===== src/rtl/mod3_rr_arbiter.sv =====
// Three-way round-robin arbiter with a mod-3 priority pointer, explicit release,
// owner-drop release and an optional hold-cycle timeout.
module mod3_rr_arbiter #(
  parameter int unsigned HOLD_MAX = 8,
  parameter int unsigned HW       = 4
) (
  input  logic       clk,
  input  logic       clr,
  input  logic [2:0] req,
  input  logic       rel,
  output logic [2:0] gnt,
  output logic [1:0] gnt_id,
  output logic       busy,
  output logic       timeout
);

  localparam bit              HOLD_EN   = (HOLD_MAX != 0);
  localparam logic [HW-1:0]   HOLD_LAST = HW'(HOLD_EN ? HOLD_MAX - 1 : 0);

  typedef enum logic {IDLE, GRANT} state_t;

  state_t        state, state_nxt;
  logic [1:0]    ptr, ptr_nxt;
  logic [HW-1:0] hold, hold_nxt;
  logic [2:0]    gnt_nxt;
  logic [1:0]    gnt_id_nxt;
  logic          busy_nxt;
  logic          timeout_nxt;

  logic [1:0]    ptr_eff;
  logic [1:0]    win;
  logic          own_req;
  logic          hold_lim;

  // First requester at or after the pointer, wrapping mod 3; ptr=3 behaves as 0.
  always_comb begin
    ptr_eff = (ptr == 2'd3) ? 2'd0 : ptr;
    win     = 2'd0;
    case (ptr_eff)
      2'd1:    win = req[1] ? 2'd1 : (req[2] ? 2'd2 : 2'd0);
      2'd2:    win = req[2] ? 2'd2 : (req[0] ? 2'd0 : 2'd1);
      default: win = req[0] ? 2'd0 : (req[1] ? 2'd1 : 2'd2);
    endcase
  end

  assign own_req  = |(req & gnt);
  assign hold_lim = HOLD_EN && (hold == HOLD_LAST);

  always_comb begin
    state_nxt   = state;
    ptr_nxt     = ptr;
    hold_nxt    = hold;
    gnt_nxt     = gnt;
    gnt_id_nxt  = gnt_id;
    busy_nxt    = busy;
    timeout_nxt = 1'b0;
    case (state)
      IDLE: begin
        gnt_nxt    = 3'b000;
        gnt_id_nxt = 2'd0;
        busy_nxt   = 1'b0;
        hold_nxt   = '0;
        if (|req) begin
          state_nxt  = GRANT;
          gnt_nxt    = 3'b001 << win;
          gnt_id_nxt = win;
          busy_nxt   = 1'b1;
          ptr_nxt    = (win == 2'd2) ? 2'd0 : win + 2'd1;
        end
      end
      GRANT: begin
        hold_nxt = hold + HW'(1);
        if (rel || !own_req || hold_lim) begin
          state_nxt   = IDLE;
          gnt_nxt     = 3'b000;
          gnt_id_nxt  = 2'd0;
          busy_nxt    = 1'b0;
          hold_nxt    = '0;
          // Flag only releases forced purely by the hold limit.
          timeout_nxt = hold_lim && !rel && own_req;
        end
      end
      default: begin
        state_nxt  = IDLE;
        gnt_nxt    = 3'b000;
        gnt_id_nxt = 2'd0;
        busy_nxt   = 1'b0;
        hold_nxt   = '0;
      end
    endcase
  end

  always_ff @(posedge clk) begin
    if (clr) begin
      state   <= IDLE;
      ptr     <= 2'd0;
      hold    <= '0;
      gnt     <= 3'b000;
      gnt_id  <= 2'd0;
      busy    <= 1'b0;
      timeout <= 1'b0;
    end else begin
      state   <= state_nxt;
      ptr     <= ptr_nxt;
      hold    <= hold_nxt;
      gnt     <= gnt_nxt;
      gnt_id  <= gnt_id_nxt;
      busy    <= busy_nxt;
      timeout <= timeout_nxt;
    end
  end

endmodule


===== config.mk =====
export PLATFORM = sky130hd
export DESIGN_NAME = mod3_rr_arbiter
export DESIGN_NICKNAME = d
export VERILOG_FILES = /design/src/rtl/mod3_rr_arbiter.sv
export SDC_FILE = /design/constraint.sdc
export NUM_CORES = 1
export LEC_CHECK = 0
export ABC_AREA = 1
export CORE_MARGIN = 1
export CORE_UTILIZATION = 40
export DETAILED_ROUTE_END_ITERATION = 7
export GPL_ROUTABILITY_DRIVEN = 0
export PLACE_DENSITY = 0.63
export SKIP_LAST_GASP = 1
export SLEW_MARGIN = 20
export SYNTH_ARGS = -nofsm -noshare
export SYNTH_HDL_FRONTEND = slang
export SYNTH_SLANG_ARGS = --single-unit

===== constraint.sdc =====
create_clock -name clk -period 1.4 [get_ports clk]
set_clock_uncertainty 0.2 [all_clocks]
set_input_delay 0.21 -clock clk [delete_from_list [all_inputs] [get_ports clk]]
set_output_delay 0.21 -clock clk [all_outputs]
set_load 0.01 [all_outputs]

# After elaboration in Yosys (flattened, before gate mapping)
# Index checks and enable logic that the tools add are counted.
[word_totals] reg_bits=14 inputBits=6
[op_classes] addsub=2 eq_ne=6 n_shift=1 muxes=22 n_bitwise=3 n_reduce_logical=10
[ops] operator="$mux W2" count=9
[ops] operator="$reduce_or A3 Y1" count=3
[ops] operator="$pmux W2 S2" count=2
[ops] operator="$pmux W4 S2" count=1
[ops] operator="$eq A2 B2 Y1 const B" count=3
[ops] operator="$mux W3" count=2
[ops] operator="$pmux W3 S2" count=1
[ops] operator="$add A4 B1 Y4 const B" count=1
[ops] operator="$eq A4 B3 Y1 const B" count=1
[ops] operator="$mux W1" count=4
[ops] operator="$mux W4" count=1
[ops] operator="$pmux W1 S2" count=2
[ops] operator="$and A3 B3 Y3" count=1
[ops] operator="$shl A1 B2 Y3 const A" count=1
[ops] operator="$add A2 B1 Y2 const B" count=1
[ops] operator="$eq A2 B1 Y1 const B" count=1
[ops] operator="$logic_and A1 B1 Y1" count=2
[ops] operator="$logic_not A1 Y1" count=2
[ops] operator="$logic_or A1 B1 Y1" count=2
[ops] operator="$ne A2 B1 Y1 const B" count=1
[ops] operator="$not A1 Y1" count=2
[ops] operator="$reduce_and A2 Y1" count=1

# Depth between registers and ports, before layout
[logic_depth] ltp_word=7 depth_mapped=10

# Least setup slack after synthesis
# OpenSTA, ideal clock, no wires.
[synth_path] kind="flip-flop to flip-flop" startpoint="reg ptr[0]" endpoint="reg gnt[2]" arrival_time_ps=1154 t_required_ps=1142 setup_slack_ps=-12 path_stages_with_launch=10 path_buffers=0 synth_period_minus_slack_ps=1412 path_cell_list="dfxtp_1 inv_1 ha_1 nor2_1 nand2_1 nand2_2 nand2_1 nor2_1 nand2_1 nand2_1"
[synth_between] elab_chain_len=7
[synth_lines] item="start, declared" line="23" text="logic [1:0] ptr, ptr_nxt;"
[synth_lines] item="start signal, assigned" line="104" text="ptr <= ptr_nxt;"
[synth_lines] item="$eq A2 B2 Y1" line="37" text="ptr_eff = (ptr == 2'd3) ? 2'd0 : ptr;"
[synth_lines] item="$mux W2 *" line="37"
[synth_lines] item="$eq A2 B2 Y1 / $eq A2 B1 Y1 (equally long branches)" line="39" text="case (ptr_eff)"
[synth_lines] item="$pmux W2 S2 *" line="39"
[synth_lines] item="$shl A1 B2 Y3 *" line="65" text="gnt_nxt = 3'b001 << win;"
[synth_lines] item="$mux W3 *" line="63" text="if (|req) begin"
[synth_lines] item="$pmux W3 S2 *" line="57" text="case (state)"
[synth_lines] item="end signal, assigned" line="106" text="gnt <= gnt_nxt;"
[synth_lines] item="end, declared" line="11" text="output logic [2:0] gnt,"
# Mark *: on every way between the ends. The rest lies on a longest branch, timed or not.
# A chain may end at the register's enable or synchronous reset.

# Final worst setup path
# Same ends and word-level chain as after synthesis.

==> impl_metrics.json <==
{
  "rsz0062_at_grt": "yes",
  "r2r-end": "gnt[2]$_SDFFE_PP0P_",
  "grt_max_degree": 9,
  "port-buffer-count": 12,
  "cts_tree": "yes",
  "die_y_um": 42.5,
  "area_delta_synth_final_pct": 54.4,
  "fin_nets": 125,
  "clock_latency_ps": 280,
  "syn_nets": 99,
  "leakagePower_nw": 0.494,
  "holdPathStages": 5,
  "crit_required_ps": 1430,
  "fin_crit_sh": 1.01,
  "dr_total_vias": 626,
  "clockBufferDepth": 2,
  "yosysTopAreaCellShare": 0.427,
  "max-vdd-ir-drop_mv": 0.831,
  "place_area_sq_um": 838,
  "critical_path.endpoint_type": "flop",
  "fin_area_sq_um": 1010,
  "crit_fanout": 4,
  "clk_pin_slew_ps": 90,
  "synth_area_sq_um": 656,
  "setup_viol": 2,
  "maxCapViolCount": 0,
  "hpwl_mm": 1.06,
  "yosys-top-cells-count": "nand2_1, dfxtp_1, inv_1",
  "whs_ps": 246,
  "cts_buffers": 3,
  "hold_violations": 0,
  "setup.worst_path.end": "gnt[2]$_SDFFE_PP0P_",
  "final-seq-area_sq_um": 285,
  "grt_pass1_vias": 591,
  "num_rows": 14,
  "avgSynthCellArea_sq_um": 7.28,
  "pre_cts_slack_ps": -225,
  "wl_mm": 1.48,
  "max_freq_mhz": 707,
  "floorplan.initialDensity": 0.430,
  "n_antenna_cell": 0,
  "yosys_warnings": 0,
  "r2r_setup_slack_ps": -10,
  "wl_per_cell_um": 11.3,
  "reg2reg_from": "ptr[0]$_SDFFE_PP0P_",
  "antenna_found_initial": 0,
  "cellPowerDensity_nw_per_um2": 950,
  "core_area_sq_um": 1520,
  "status": "finished with violations",
  "min_period_ps": 1410,
  "reg2regPathDepth": 8,
  "drive_above_1_share": 0.409,
  "gr-total-overflow": 0,
  "die_width_um": 42.5,
  "htree_num_levels": 1,
  "drcViolationCount": 0,
  "syn_inst": 90,
  "synth-async-reset-ratio": 0,
  "synthTopCellsByArea": "dfxtp_1, nand2_1, nand3_1",
  "fin_ws_ps": -13.5,
  "violations": "setup timing",
  "ios": 13,
  "grt_first_pass_wirelength_mm": 2.48,
  "power.total_mw": 0.962,
  "yosysSeqAreaShare": 0.427,
  "hold_path_class": "input pin to flop",
  "die_area_sq_um": 1800,
  "drtIter0Drc": 4,
  "synth_seq_cells": 14,
  "worst_slew_pin_slew_ps": 219,
  "synth_enable_flop_cells": 0,
  "drt_first_pass_iters": 3,
  "max-slew-margin-rel": 0.854,
  "synth.distinct_cells": 17,
  "synth_area_leader_cell": "dfxtp_1",
  "clock_sinks": 14,
  "cp.arrival_ps": 1450,
  "vias_per_cell": 4.78,
  "crit_type": "flop to flop",
  "postLayoutCoreUtil": 0.664,
  "synthMostInstantiatedCell": "nand2_1",
  "start_kind": "flop",
  "filler_cell_count": 143,
  "ctsHoldBuffers": 0,
  "slew_violations": 0,
  "cp-startpoint": "ptr[0]$_SDFFE_PP0P_",
  "root_buffer": "clkbuf_4",
  "ys.flop_type": "dfxtp_1",
  "multi_input_area_sq_um": 413,
  "final_antenna_net_count": 0,
  "grt_use_total": 0.187
}
-- worst min path at each step --
stage | from | end
6_report | req[1] | gnt_id[0]$_SDFFE_PP0P_
5_1_grt | gnt_id[0]$_SDFFE_PP0P_ | gnt_id[0]$_SDFFE_PP0P_
4_1_cts | gnt_id[0]$_SDFFE_PP0P_ | gnt_id[0]$_SDFFE_PP0P_
3_5_place_dp | gnt_id[0]$_SDFFE_PP0P_ | gnt_id[0]$_SDFFE_PP0P_
3_3_place_gp | gnt_id[0]$_SDFFE_PP0P_ | gnt_id[0]$_SDFFE_PP0P_
2_1_floorplan | clr | gnt[1]$_SDFFE_PP0P_
-- logic make-up (layout without fill, tap and decap cells) --
| kind of cell | count (synthesis) | count (layout) | share of synthesized area |
|---|---|---|---|
| simple gates | 52 | 52 | 0.380 |
| buf+inv | 16 | 41 | 0.0916 |
| flops | 14 | 14 | 0.427 |
| compound gates | 4 | 4 | 0.0305 |
| fa+ha+maj | 3 | 3 | 0.0573 |
| xor+xnor | 1 | 1 | 0.0134 |
-- critical path: stages (launching register included) --
cell and delay (ps):
dfxtp_2 350, inv_2 50, ha_4 290, nand3_2 100, nand2_4 110, nand2_4 60, nor2_2 100, nand2_1 50
nand2_1 60
-- cell usage in the layout (no fill, tap or decap), drive strengths merged --
cell type      count
a21oi              3
nor3b              1
nand2             28
nor3               1
nand4              1
dfxtp             14
inv               16
o21ai              1
buf                9
nor2              10
nand3             11
clkbuf             4
ha                 3
clkdlybuf4s50      4
dlygate4sd2        7
dlymetal6s2s       1
xor2               1
-- cell type report --
class / count / area share
well taps: 16 / 0.0198
inverters: 16 / 0.0593
repair buffers: 21 / 0.195
clock buffers: 4 / 0.0358
multi-input cells: 60 / 0.408
flip-flops and latches: 14 / 0.282
-- power breakdown --
group | internal, mW | total [mW] | switching (mW)
clock network | 0.158 | 0.286 | 0.128
logic | 0.112 | 0.237 | 0.125
registers | 0.422 | 0.439 | 0.0172
-- flip-flops by register name (all words and copies together), names as in the netlist --
register	count
hold	4
gnt_id	2
ptr	2
state	1
timeout	1
busy	1
gnt	3
-- per-stage QoR --
step | std cells | TNS (ps)
6_report | 131 | -25.3
5_1_grt | 131 | -456
4_1_cts | 129 | -26.9
3_5_place_dp | 122 | -2260
3_3_place_gp | 122 | -1800
2_1_floorplan | 90 | 0
-- repair_timing --
| action | 4_1_cts | 5_1_grt |
|---|---|---|
| pin swaps | 9 | 9 |
| setup endpoints to repair | 14 | 11 |
| gates resized for setup | 21 | 16 |
| buffers inserted | 3 | 2 |
-- routing by layer --
metal  routed length (um)  share of wire  global-route usage
met5                    0              0                   0
met4                    9         0.0061              0.0563
met3                   56          0.038              0.0776
met2                  775           0.52               0.314
met1                  643           0.43               0.217
Note: power is estimated with default switching activity, not from simulation.
